## src/rtl/riscv_pkg.sv

```systemverilog
// riscv_pkg: FSM state and owner encodings plus default widths shared by the
// riscv_mem_arbiter slice.
package riscv_pkg;
   localparam logic [1:0] ST_IDLE  = 2'd0;
   localparam logic [1:0] ST_ISSUE = 2'd1;
   localparam logic [1:0] ST_WAIT  = 2'd2;
   localparam logic OWN_IF = 1'b0;
   localparam logic OWN_LS = 1'b1;
   localparam int ADDR_W_DEF = 32;
   localparam int DATA_W_DEF = 32;
endpackage

```

## src/rtl/riscv_arb_pick.sv

```systemverilog
// riscv_arb_pick: IF/LS grant selector. Fixed LS priority with an IF starvation
// guard by default; round-robin when RISCV_MEM_ARB_RR_EN is defined.
module riscv_arb_pick
   import riscv_pkg::*;
#(
   parameter int STARVE_MAX = 4
) (
   input  logic clk,
   input  logic rst,
   input  logic i_en,
   input  logic i_if_req,
   input  logic i_if_pend,
   input  logic i_ls_req,
   output logic o_gnt_if,
   output logic o_gnt_ls
);
   logic w_pick_if;
`ifdef RISCV_MEM_ARB_RR_EN
   logic r_last;
   assign w_pick_if = i_if_req & (~i_ls_req | (r_last == OWN_LS));
   always_ff @(posedge clk or negedge rst)
      if (!rst) r_last <= OWN_IF;
      else if (o_gnt_if) r_last <= OWN_IF;
      else if (o_gnt_ls) r_last <= OWN_LS;
`else
   logic [3:0] r_cnt;
   assign w_pick_if = i_if_req & (~i_ls_req | (r_cnt >= 4'(STARVE_MAX)));
   // saturate so a long flush-blocked stretch cannot wrap the guard back to zero
   always_ff @(posedge clk or negedge rst)
      if (!rst) r_cnt <= 4'd0;
      else if (o_gnt_if | ~i_if_pend) r_cnt <= 4'd0;
      else if (o_gnt_ls && r_cnt != 4'hF) r_cnt <= r_cnt + 4'd1;
`endif
   assign o_gnt_if = i_en & w_pick_if;
   assign o_gnt_ls = i_en & i_ls_req & ~w_pick_if;
endmodule

```

## src/rtl/riscv_mem_arbiter.sv

```systemverilog
// riscv_mem_arbiter: single-outstanding arbiter of IF and LS traffic onto one
// memory port. Define RISCV_MEM_ARB_RR_EN for round-robin instead of fixed priority.
module riscv_mem_arbiter
   import riscv_pkg::*;
#(
   parameter int ADDR_W     = ADDR_W_DEF,
   parameter int DATA_W     = DATA_W_DEF,
   parameter int STARVE_MAX = 4
) (
   input  logic                clk,
   input  logic                rst,
   input  logic                if_req_valid,
   output logic                if_req_ready,
   input  logic [ADDR_W-1:0]   if_req_addr,
   input  logic                if_flush,
   output logic                if_rsp_valid,
   output logic [DATA_W-1:0]   if_rsp_data,
   input  logic                ls_req_valid,
   output logic                ls_req_ready,
   input  logic [ADDR_W-1:0]   ls_req_addr,
   input  logic                ls_req_we,
   input  logic [DATA_W-1:0]   ls_req_wdata,
   input  logic [DATA_W/8-1:0] ls_req_be,
   output logic                ls_rsp_valid,
   output logic [DATA_W-1:0]   ls_rsp_data,
   output logic                mem_req_valid,
   input  logic                mem_req_ready,
   output logic [ADDR_W-1:0]   mem_addr,
   output logic                mem_we,
   output logic [DATA_W-1:0]   mem_wdata,
   output logic [DATA_W/8-1:0] mem_be,
   input  logic                mem_rsp_valid,
   input  logic [DATA_W-1:0]   mem_rsp_data
);
   logic [1:0]          r_state;
   logic                r_owner;
   logic                r_flush_pend;
   logic                r_mem_req_valid;
   logic [ADDR_W-1:0]   r_mem_addr;
   logic                r_mem_we;
   logic [DATA_W-1:0]   r_mem_wdata;
   logic [DATA_W/8-1:0] r_mem_be;
   logic                r_if_rsp_valid;
   logic [DATA_W-1:0]   r_if_rsp_data;
   logic                r_ls_rsp_valid;
   logic [DATA_W-1:0]   r_ls_rsp_data;
   logic                w_idle;
   logic                w_gnt_if;
   logic                w_gnt_ls;
   logic                w_flush_hit;
   // readies are combinational from IDLE, so gate with reset to keep them low during reset
   assign w_idle      = rst & (r_state == ST_IDLE);
   assign w_flush_hit = if_flush & (r_owner == OWN_IF) & (r_state != ST_IDLE);
   riscv_arb_pick #(.STARVE_MAX(STARVE_MAX)) u_pick (
      .clk       (clk),
      .rst       (rst),
      .i_en      (w_idle),
      .i_if_req  (if_req_valid & ~if_flush),
      .i_if_pend (if_req_valid),
      .i_ls_req  (ls_req_valid),
      .o_gnt_if  (w_gnt_if),
      .o_gnt_ls  (w_gnt_ls)
   );
   assign if_req_ready  = w_gnt_if;
   assign ls_req_ready  = w_gnt_ls;
   assign mem_req_valid = r_mem_req_valid;
   assign mem_addr      = r_mem_addr;
   assign mem_we        = r_mem_we;
   assign mem_wdata     = r_mem_wdata;
   assign mem_be        = r_mem_be;
   assign if_rsp_valid  = r_if_rsp_valid;
   assign if_rsp_data   = r_if_rsp_data;
   assign ls_rsp_valid  = r_ls_rsp_valid;
   assign ls_rsp_data   = r_ls_rsp_data;
   always_ff @(posedge clk or negedge rst)
      if (!rst) begin
         r_state         <= ST_IDLE;
         r_owner         <= OWN_IF;
         r_flush_pend    <= 1'b0;
         r_mem_req_valid <= 1'b0;
         r_mem_addr      <= '0;
         r_mem_we        <= 1'b0;
         r_mem_wdata     <= '0;
         r_mem_be        <= '0;
         r_if_rsp_valid  <= 1'b0;
         r_if_rsp_data   <= '0;
         r_ls_rsp_valid  <= 1'b0;
         r_ls_rsp_data   <= '0;
      end else begin
         r_if_rsp_valid <= 1'b0;
         r_ls_rsp_valid <= 1'b0;
         if (w_flush_hit) r_flush_pend <= 1'b1;
         if (r_state == ST_IDLE) begin
            if (w_gnt_if | w_gnt_ls) begin
               r_state         <= ST_ISSUE;
               r_mem_req_valid <= 1'b1;
               r_owner         <= w_gnt_ls ? OWN_LS : OWN_IF;
               r_mem_addr      <= w_gnt_ls ? ls_req_addr : if_req_addr;
               r_mem_we        <= w_gnt_ls & ls_req_we;
               r_mem_wdata     <= w_gnt_ls ? ls_req_wdata : '0;
               r_mem_be        <= w_gnt_ls ? ls_req_be : '1;
            end
         end else if (r_state == ST_ISSUE) begin
            if (mem_req_ready) begin
               r_state         <= ST_WAIT;
               r_mem_req_valid <= 1'b0;
            end
         end else if (mem_rsp_valid) begin
            r_state      <= ST_IDLE;
            r_flush_pend <= 1'b0;
            if (r_owner == OWN_LS) begin
               r_ls_rsp_valid <= 1'b1;
               r_ls_rsp_data  <= mem_rsp_data;
            end else if (!(r_flush_pend | if_flush)) begin
               r_if_rsp_valid <= 1'b1;
               r_if_rsp_data  <= mem_rsp_data;
            end
         end
      end
endmodule
```

## config.mk

```make
export PLATFORM = sky130hd
export DESIGN_NAME = riscv_mem_arbiter
export DESIGN_NICKNAME = d
export VERILOG_FILES = /design/src/rtl/riscv_pkg.sv /design/src/rtl/riscv_arb_pick.sv /design/src/rtl/riscv_mem_arbiter.sv
export SDC_FILE = /design/constraint.sdc
export NUM_CORES = 1
export LEC_CHECK = 0
export BUFFER_PORTS_ARGS = -buffer_cell sky130_fd_sc_hd__buf_2
export CAP_MARGIN = 15
export CORE_MARGIN = 2
export CORE_UTILIZATION = 40
export DETAILED_ROUTE_END_ITERATION = 7
export HOLD_SLACK_MARGIN = 0.08
export PLACE_DENSITY = 0.78
export SYNTH_ARGS = -nofsm -noshare
export SYNTH_HDL_FRONTEND = slang
export SYNTH_HIERARCHICAL = 1
export SYNTH_SLANG_ARGS = --single-unit
```

## constraint.sdc

```tcl
create_clock -name clk -period 2.6 [get_ports clk]
set_input_delay 0.52 -clock clk [delete_from_list [all_inputs] [get_ports clk]]
set_output_delay 0.52 -clock clk [all_outputs]
set_load 0.03 [all_outputs]
```

After elaboration in Yosys (flattened, before gate mapping):

Cells that the tools add are included.

* add/subtract/negate cells: 1
* order comparisons: 1
* eq/ne operators: 4
* multiplexer cells: 28
* bitwise operators: 21
* reductions and logical operators: 12

Operators with widths (number)
* 2-to-1 mux 32 bit: 2
* 2-to-1 mux 1 bit: 18
* 2-to-1 mux 4 bit: 3
* 2-to-1 mux 2 bit: 5
* AND 1 bit: 9
* NOT 1 bit: 8
* nonzero test 2 bit: 4
* AND reduction 3 bit: 2
* AND reduction 5 bit: 1
* adder 4 x 1 -> 4 bit (second input constant): 1
* >= comparator 4 x 3 -> 1 bit (second input constant): 1
* != test 4 bit (second input constant): 1
* OR 1 bit: 4
* AND reduction 4 bit: 1
* != test 3 bit (second input constant): 1
* nonzero test 3 bit: 1
* equality test 2 x 1 -> 1 bit (second input constant): 1
* zero test 2 bit: 1
* != test 2 x 1 -> 1 bit (second input constant): 1
* AND reduction 2 bit: 1
* logical AND 1 bit: 1

* register bits: 144
* bits of input ports: 140
* output and inout port bits: 138

Logic depth before layout (Yosys ltp):

Gate-level depths: netlist (run 1).

* depth in word-level cells: 8
* mapped depth: 10
* depth with buffers taken out: 6

By module:

The synthesis (run 1) kept the hierarchy.

Modules (own cells, without submodules)
* riscv_mem_arbiter: times used 1, cells each 348, area an instance 5566.6 um^2, sequential area each 3503.4 um^2
* riscv_arb_pick: times used 1, cells each 31, area an instance 290.3 um^2, sequential area each 100.1 um^2

Least setup slack after synthesis (run 1):

No wires, ideal clock.

* path type: register to register
* start: register r_state[1]
* end: register r_mem_addr[14], in the netlist mem_addr[14]
* library setup time: 0.125 ns
* arrival time: 2.580 ns
* required time: 2.475 ns
* slack: -0.105 ns
* cell stages (with the launch flop): 10
* buffers on the path: 3
* cell sequence: dfrtp_1 buf_4 nor2_4 and2_1 nand2_1 nor2_1 buf_4 clkbuf_1 mux2_2 mux2_2

* cells in the longest elaborated chain, start to end: 6
* elaborated cells between the ends (all ways): 8

Ends and longest elaborated chain
* start, declared: line riscv_mem_arbiter.sv:35 `logic [1:0] r_state;`
* start signal, assigned: line riscv_mem_arbiter.sv:77 `r_state <= ST_IDLE;`
* start signal, assigned: line riscv_mem_arbiter.sv:95 `r_state <= ST_ISSUE;`
* start signal, assigned: line riscv_mem_arbiter.sv:105 `r_state <= ST_WAIT;`
* zero test 2 bit (*): line riscv_mem_arbiter.sv:52 `assign w_idle = rst & (r_state == ST_IDLE);`
* AND 1 bit (*): line riscv_mem_arbiter.sv:52
* named net w_idle: line riscv_mem_arbiter.sv:47 `logic w_idle;`
* AND 1 bit (*) (2 in series): line riscv_arb_pick.sv:35 `assign o_gnt_ls = i_en & i_ls_req & ~w_pick_if;`
* named net ls_req_ready: line riscv_mem_arbiter.sv:19 `output logic ls_req_ready,`
* OR 1 bit: line riscv_mem_arbiter.sv:94 `if (w_gnt_if | w_gnt_ls) begin`
* AND reduction 2 bit (no line)
* end signal, assigned: line riscv_mem_arbiter.sv:98 `r_mem_addr <= w_gnt_ls ? ls_req_addr : if_req_addr;`
* end, declared: line riscv_mem_arbiter.sv:39 `logic [ADDR_W-1:0] r_mem_addr;`

The timed path passes the listed nets; every way through them passes the cells marked *.
A chain may end at the register's enable or synchronous reset.

Final worst setup path (run 1):

* start: register r_state[1]
* end: output port ls_req_ready

* cells in the longest elaborated chain, start to end: 4

Ends and longest elaborated chain (line)
* zero test 2 bit: riscv_mem_arbiter.sv:52
* AND 1 bit: riscv_mem_arbiter.sv:52
* named net w_idle: riscv_mem_arbiter.sv:47
* AND 1 bit (2 in series): riscv_arb_pick.sv:35
* end, declared: riscv_mem_arbiter.sv:19

The timed path passes the listed nets, and every way through them passes these cells.

==> results of run 1 <==
==> metal layers <==
| metal | up-vias | global-route usage, % | routed length, um |
|---|---|---|---|
| li1 | 1976 | - | - |
| met1 | 2102 | 21.5 | 5760 |
| met2 | 201 | 30.6 | 7000 |
| met3 | 18 | 6.16 | 1040 |
| met4 | 0 | 5.62 | 201 |
| met5 | - | 0 | 0 |
==> final cells by class <==
cell class                 count  area [um^2]
clock buffer                  20          447
clock inverter                12          180
fill                        1179         6310
inverter                       3         11.3
multi-input combinational    210         2110
sequential                   144         3600
tap                          184          230
timing repair buffer         288         1530
==> worst max-delay path, stage by stage (launching register included) <==
cell and delay [ns]:
dfrtp_2 0.48, nor2_4 0.13, and2_1 0.20, nand2_1 0.13, nor2_4 0.17, buf_12 0.18
buf_2 0.21
==> synth_stat cells (2+ instances only) <==
cell / count
mux2_1: 3
buf_4: 3
a21o_1: 2
mux2_2: 125
buf_2: 8
dfrtp_1: 144
a22o_1: 33
nand2_1: 7
mux2i_1: 3
nor2_1: 3
o22a_1: 4
inv_1: 3
clkbuf_1: 5
and2_1: 3
o211ai_1: 4
o21a_1: 3
buf_6: 6
==> power by group <==
part           internal [W]  switching [W]  leakage (nW)
logic               0.00181        0.00314          2.01
registers           0.00329       0.000562          1.78
clock network       0.00164       0.000929         0.301
==> cell families after synthesis <==
| group | count (synthesis) | synth area share (%) |
|---|---|---|
| simple gates | 23 | 2.52 |
| mux | 131 | 25.1 |
| flops | 144 | 61.5 |
| buf+inv | 25 | 2.73 |
| fa+ha+maj | 1 | 0.214 |
| compound gates | 55 | 7.88 |
==> worst min-delay path by stage <==
stage	endpoint	slack, ns
final	r_owner$_DFFE_PN0P_	0.26
after global routing	mem_wdata[18]$_DFFE_PN0P_	0.30
after CTS	r_flush_pend$_DFF_PN0_	0.28
after detailed placement	if_rsp_data[21]$_DFFE_PN0P_	0.48
after global placement	if_rsp_data[21]$_DFFE_PN0P_	0.46
after floorplan	if_rsp_data[0]$_DFFE_PN0P_	0.22
==> state kept, by name, indices dropped and copies added (netlist names), 2 cells and up <==
register,count
u_pick/r_cnt,4
if_rsp_data,32
r_state,2
ls_rsp_data,32
mem_be,4
mem_addr,32
mem_wdata,32
==> through the flow <==
stage	worst slack [ns]	total power (W)	hold slack (ns)
6_report	0.167	0.0114	0.255
5_1_grt	0.0640	0.0119	0.297
4_1_cts	0.00586	0.0115	0.278
3_5_place_dp	0.121	0.00884	0.476
3_3_place_gp	0.241	0.00868	0.461
2_1_floorplan	0.0582	0.00725	0.224
==> repair_timing <==
action                                  in CTS  in global routing
buffers inserted                             0                  2
gates resized for setup                      0                  2
endpoints found under the setup margin       0                  2
==> metrics.yaml, run 1 <==
max-vdd-ir-drop_uv: 669
nets: 805
syn_area_mm2: 0.00586
track_usage_pct: 17.9
clkSinkCount: 144
crit_start: "r_state[1]$_DFFE_PN0P_"
timing.rr.end: "mem_addr[7]$_DFFE_PN0P_"
rows: 44
io_buffers: 277
arrival_ns: 1.91
status: "completed"
drt_wl_total_um: 14000
first_iter_violations: 125
setup-tns-final_ns: 0
drive_above_1_share_pct: 66.9
vias: 4297
die_area_mm2: 0.0156
netlist.area_leader.share_pct: 61.5
die_h_um: 125
cts_tree: "done"
fin_crit_sh_pct: 93.6
synth_edf_count: 0
reg2regPathDepth: 8
finClkSkew_ns: 0.00804
r2r-start: "r_state[1]$_DFFE_PN0P_"
synth_cell_types: 37
firstDrtPassIters: 4
synth_async_sr_flop_share_pct: 100
layoutNonFillerInstCount: 861
dpl_cell_area_mm2: 0.00744
critical_path.endpoint: "ls_req_ready"
antenna_found_initial: 0
cp_max_fo: 17
cts_hold_buf: 0
routedWlPerCell_um: 16.3
core_mm2: 0.0144
synthFlopType: "dfrtp_1"
yosys_warnings: 6
syn2layout_area_growth_pct: 38.5
tightest_slew_ns: 1.03
place_congestion: 0.758
rsz0062_at_grt: "false"
crit_type: "flip-flop to output port"
slew_headroom_pct: 31.0
setup_viol: 0
vias_per_cell: 4.99
mostFrequentLayoutCell: "buf_2"
drc: 0
clkSlewWorstSetupHoldPaths_ns: 0.06
clkLatencyLatePin_ns: 0.41
grt_pass1_wl_um: 22300
maxSlewViolCount: 0
hold_class: "input pin to async pin"
fin_area_mm2: 0.00811
grt_remaining_overflow: 0
ctsLongestPathBuffers: 2
worstPathRequired_ns: 2.08
dp_hpwl_um: 10100
io_pins: 278
max_freq_ghz: 0.411
power.density_mw_per_mm2: 1400
synth_area_leaders: "dfrtp_1 62%, mux2_2 24%, a22o_1 4.9%"
synth_nets: 520
ys_seq_area_share_pct: 61.5
die_x_um: 125
numCtsBuffers: 17
critPathLaunchType: "flip-flop"
layout_common_cells: "276 x buf_2, 143 x dfrtp_1, 125 x mux2_2, 33 x a22o_1, 18 x clkbuf_16"
ys_ff_latch: 144
rrSetupSlack_ns: 0.43
end_kind: "output port"
finish.utilization_pct: 56.2
fin_crit_ns: 2.43
htree_levels: 4
hold_viol: 0
ant_nets: 0
dp_cells: 826
clockRootBuffer: "clkbuf_16"
netlist_instances: 379
grt_max_degree: 84
max-cap-violations: 0
synth_top_cell_by_area: "dfrtp_1"
start_util_pct: 40.6
syn_avg_cell_area_um2: 15.5
grt_pass1_vias: 4476
p_leak_nw: 4.09
diodes: 0
No activity file was read; power rests on OpenSTA's default activity.
==> run 2: changes to the inputs <==
--- a/config.mk
+++ b/config.mk
@@ -11,7 +11,7 @@
 export CORE_UTILIZATION = 40
 export DETAILED_ROUTE_END_ITERATION = 7
 export HOLD_SLACK_MARGIN = 0.08
-export PLACE_DENSITY = 0.78
+export PLACE_DENSITY = 0.71
 export SYNTH_ARGS = -nofsm -noshare
 export SYNTH_HDL_FRONTEND = slang
 export SYNTH_HIERARCHICAL = 1
==> metrics.yaml, run 2 (synthesis gave the netlist of run 1 again) <==
layout_common_cells: "276 x buf_2, 143 x dfrtp_1, 125 x mux2_2, 33 x a22o_1, 17 x clkbuf_16"  # was 276 x buf_2, 143 x dfrtp_1, 125 x mux2_2, 33 x a22o_1, 18 x clkbuf_16
io_buffers: 277  # unchanged
start_util_pct: 40.6  # unchanged
grt_pass1_vias: 4597  # was 4476
finClkSkew_ns: 0.0168  # was 0.00804 ns
core_mm2: 0.0144  # unchanged
numCtsBuffers: 17  # unchanged
dp_hpwl_um: 10800  # was 10100 um
firstDrtPassIters: 4  # unchanged
track_usage_pct: 19.4  # was 17.9%
clkSlewWorstSetupHoldPaths_ns: 0.06  # about the same
setup-tns-final_ns: 0  # unchanged
die_h_um: 125  # unchanged
clkSinkCount: 144  # unchanged
die_x_um: 125  # unchanged
io_pins: 278  # unchanged
maxSlewViolCount: 0  # unchanged
critPathLaunchType: "flip-flop"  # unchanged
power.density_mw_per_mm2: 1380  # was 1400 mW/mm^2
slew_headroom_pct: 42.0  # was 31.0%
rsz0062_at_grt: "false"  # unchanged
worstPathRequired_ns: 2.08  # about the same
drive_above_1_share_pct: 66.6  # was 66.9%
grt_max_degree: 71  # was 84
cp_max_fo: 7  # was 17
htree_levels: 4  # unchanged
hold_viol: 0  # unchanged
arrival_ns: 1.94  # was 1.91 ns
place_congestion: 0.839  # was 0.758
end_kind: "output port"  # unchanged
ant_nets: 0  # unchanged
grt_remaining_overflow: 0  # unchanged
clkLatencyLatePin_ns: 0.42  # was 0.41 ns
fin_crit_ns: 2.46  # was 2.43 ns
routedWlPerCell_um: 17.1  # was 16.3 um
first_iter_violations: 136  # was 125
mostFrequentLayoutCell: "buf_2"  # unchanged
diodes: 0  # unchanged
clockRootBuffer: "clkbuf_16"  # unchanged
max_freq_ghz: 0.406  # was 0.411 GHz
nets: 808  # was 805
finish.utilization_pct: 56.0  # was 56.2%
rrSetupSlack_ns: 0.34  # was 0.43 ns
syn2layout_area_growth_pct: 37.9  # was 38.5%
ctsLongestPathBuffers: 2  # unchanged
status: "completed"  # unchanged
grt_pass1_wl_um: 23700  # was 22300 um
tightest_slew_ns: 0.870  # was 1.03 ns
antenna_found_initial: 1  # was 0
max-vdd-ir-drop_uv: 665  # was 669 uV
cts_tree: "done"  # unchanged
rows: 44  # unchanged
crit_type: "flip-flop to output port"  # unchanged
hold_ws_ns: 0.271  # was 0.255 ns
drt_wl_total_um: 14800  # was 14000 um
setup_viol: 0  # unchanged
drc: 0  # unchanged
vias: 4314  # was 4297
vias_per_cell: 5.00  # was 4.99
die_area_mm2: 0.0156  # unchanged
fin_crit_sh_pct: 94.8  # was 93.6%
p_leak_nw: 4.08  # was 4.09 nW
max-cap-violations: 0  # unchanged
hold_class: "input pin to async pin"  # unchanged
==> run 2: worst paths after layout <==
kind                                          endpoint  cells after the start                       start
setup reg to reg               mem_addr[3]$_DFFE_PN0P_                      8      r_state[1]$_DFFE_PN0P_
hold / removal             u_pick/r_cnt[1]$_DFFE_PN0P_                      2                         rst
min in group clk             mem_wdata[24]$_DFFE_PN0P_                      2            ls_req_wdata[24]
hold reg to reg             if_rsp_data[5]$_DFFE_PN0P_                      1  if_rsp_data[5]$_DFFE_PN0P_
max in group asynchronous  if_rsp_data[16]$_DFFE_PN0P_                      2                         rst
setup / recovery                          if_req_ready                      6      r_state[1]$_DFFE_PN0P_
==> run 2: worst max-delay path, cell delays in order (launching register included) <==
cell	delay, ns
dfrtp_2	0.47
nor2_4	0.13
and2_1	0.20
nand2_1	0.16
nor2_1	0.20
buf_4	0.15
buf_2	0.23
==> run 2: area by class of cell <==
class / instances / area, um^2
Fill cell: 1195 / 6350
Sequential cell: 144 / 3600
Multi-Input combinational cell: 210 / 2110
Timing Repair Buffer: 291 / 1560
Clock buffer: 23 / 478
Tap cell: 184 / 230
Clock inverter: 8 / 81.3
Inverter: 3 / 11.3
==> run 2: stage by stage <==
step / setup WS, ns / cell area [um^2] / cells / total power, W
6_report: 0.136 / 8070 / 863 / 0.0111
5_1_grt: 0.0145 / 8070 / 863 / 0.0117
4_1_cts: 0.0183 / 8060 / 861 / 0.0112
3_5_place_dp: 0.232 / 7460 / 828 / 0.00887
3_3_place_gp: 0.313 / 7460 / 828 / 0.00871
2_1_floorplan: 0.0582 / 5860 / 379 / 0.00725
==> run 2: where the power goes <==
group          total (W)  switching (W)  leakage (nW)  internal (W)
clock network    0.00229       0.000906         0.270       0.00139
logic            0.00495        0.00314          2.03       0.00182
registers        0.00386       0.000570          1.78       0.00329
==> run 2: per-layer routing <==
| metal | vias to the layer above | wire length, um | part of all wire [%] | GRT usage (%) |
|---|---|---|---|---|
| met5 | - | 0 | 0 | 0 |
| met4 | 0 | 311 | 2.1 | 7.45 |
| met3 | 23 | 1230 | 8.3 | 6.97 |
| met2 | 200 | 7300 | 49 | 32.5 |
| met1 | 2120 | 5930 | 40 | 22.8 |
| li1 | 1971 | - | - | - |
==> run 2: what timing repair did <==
action / 4_1_cts / 5_1_grt
pin swaps: 0 / 1
gates resized for setup: 0 / 1
setup endpoints to repair: 1 / 2
buffers inserted: 0 / 2
hold buffers: 1 / 0
cloned: 1 / 0
hold endpoints to repair: 15 / 0
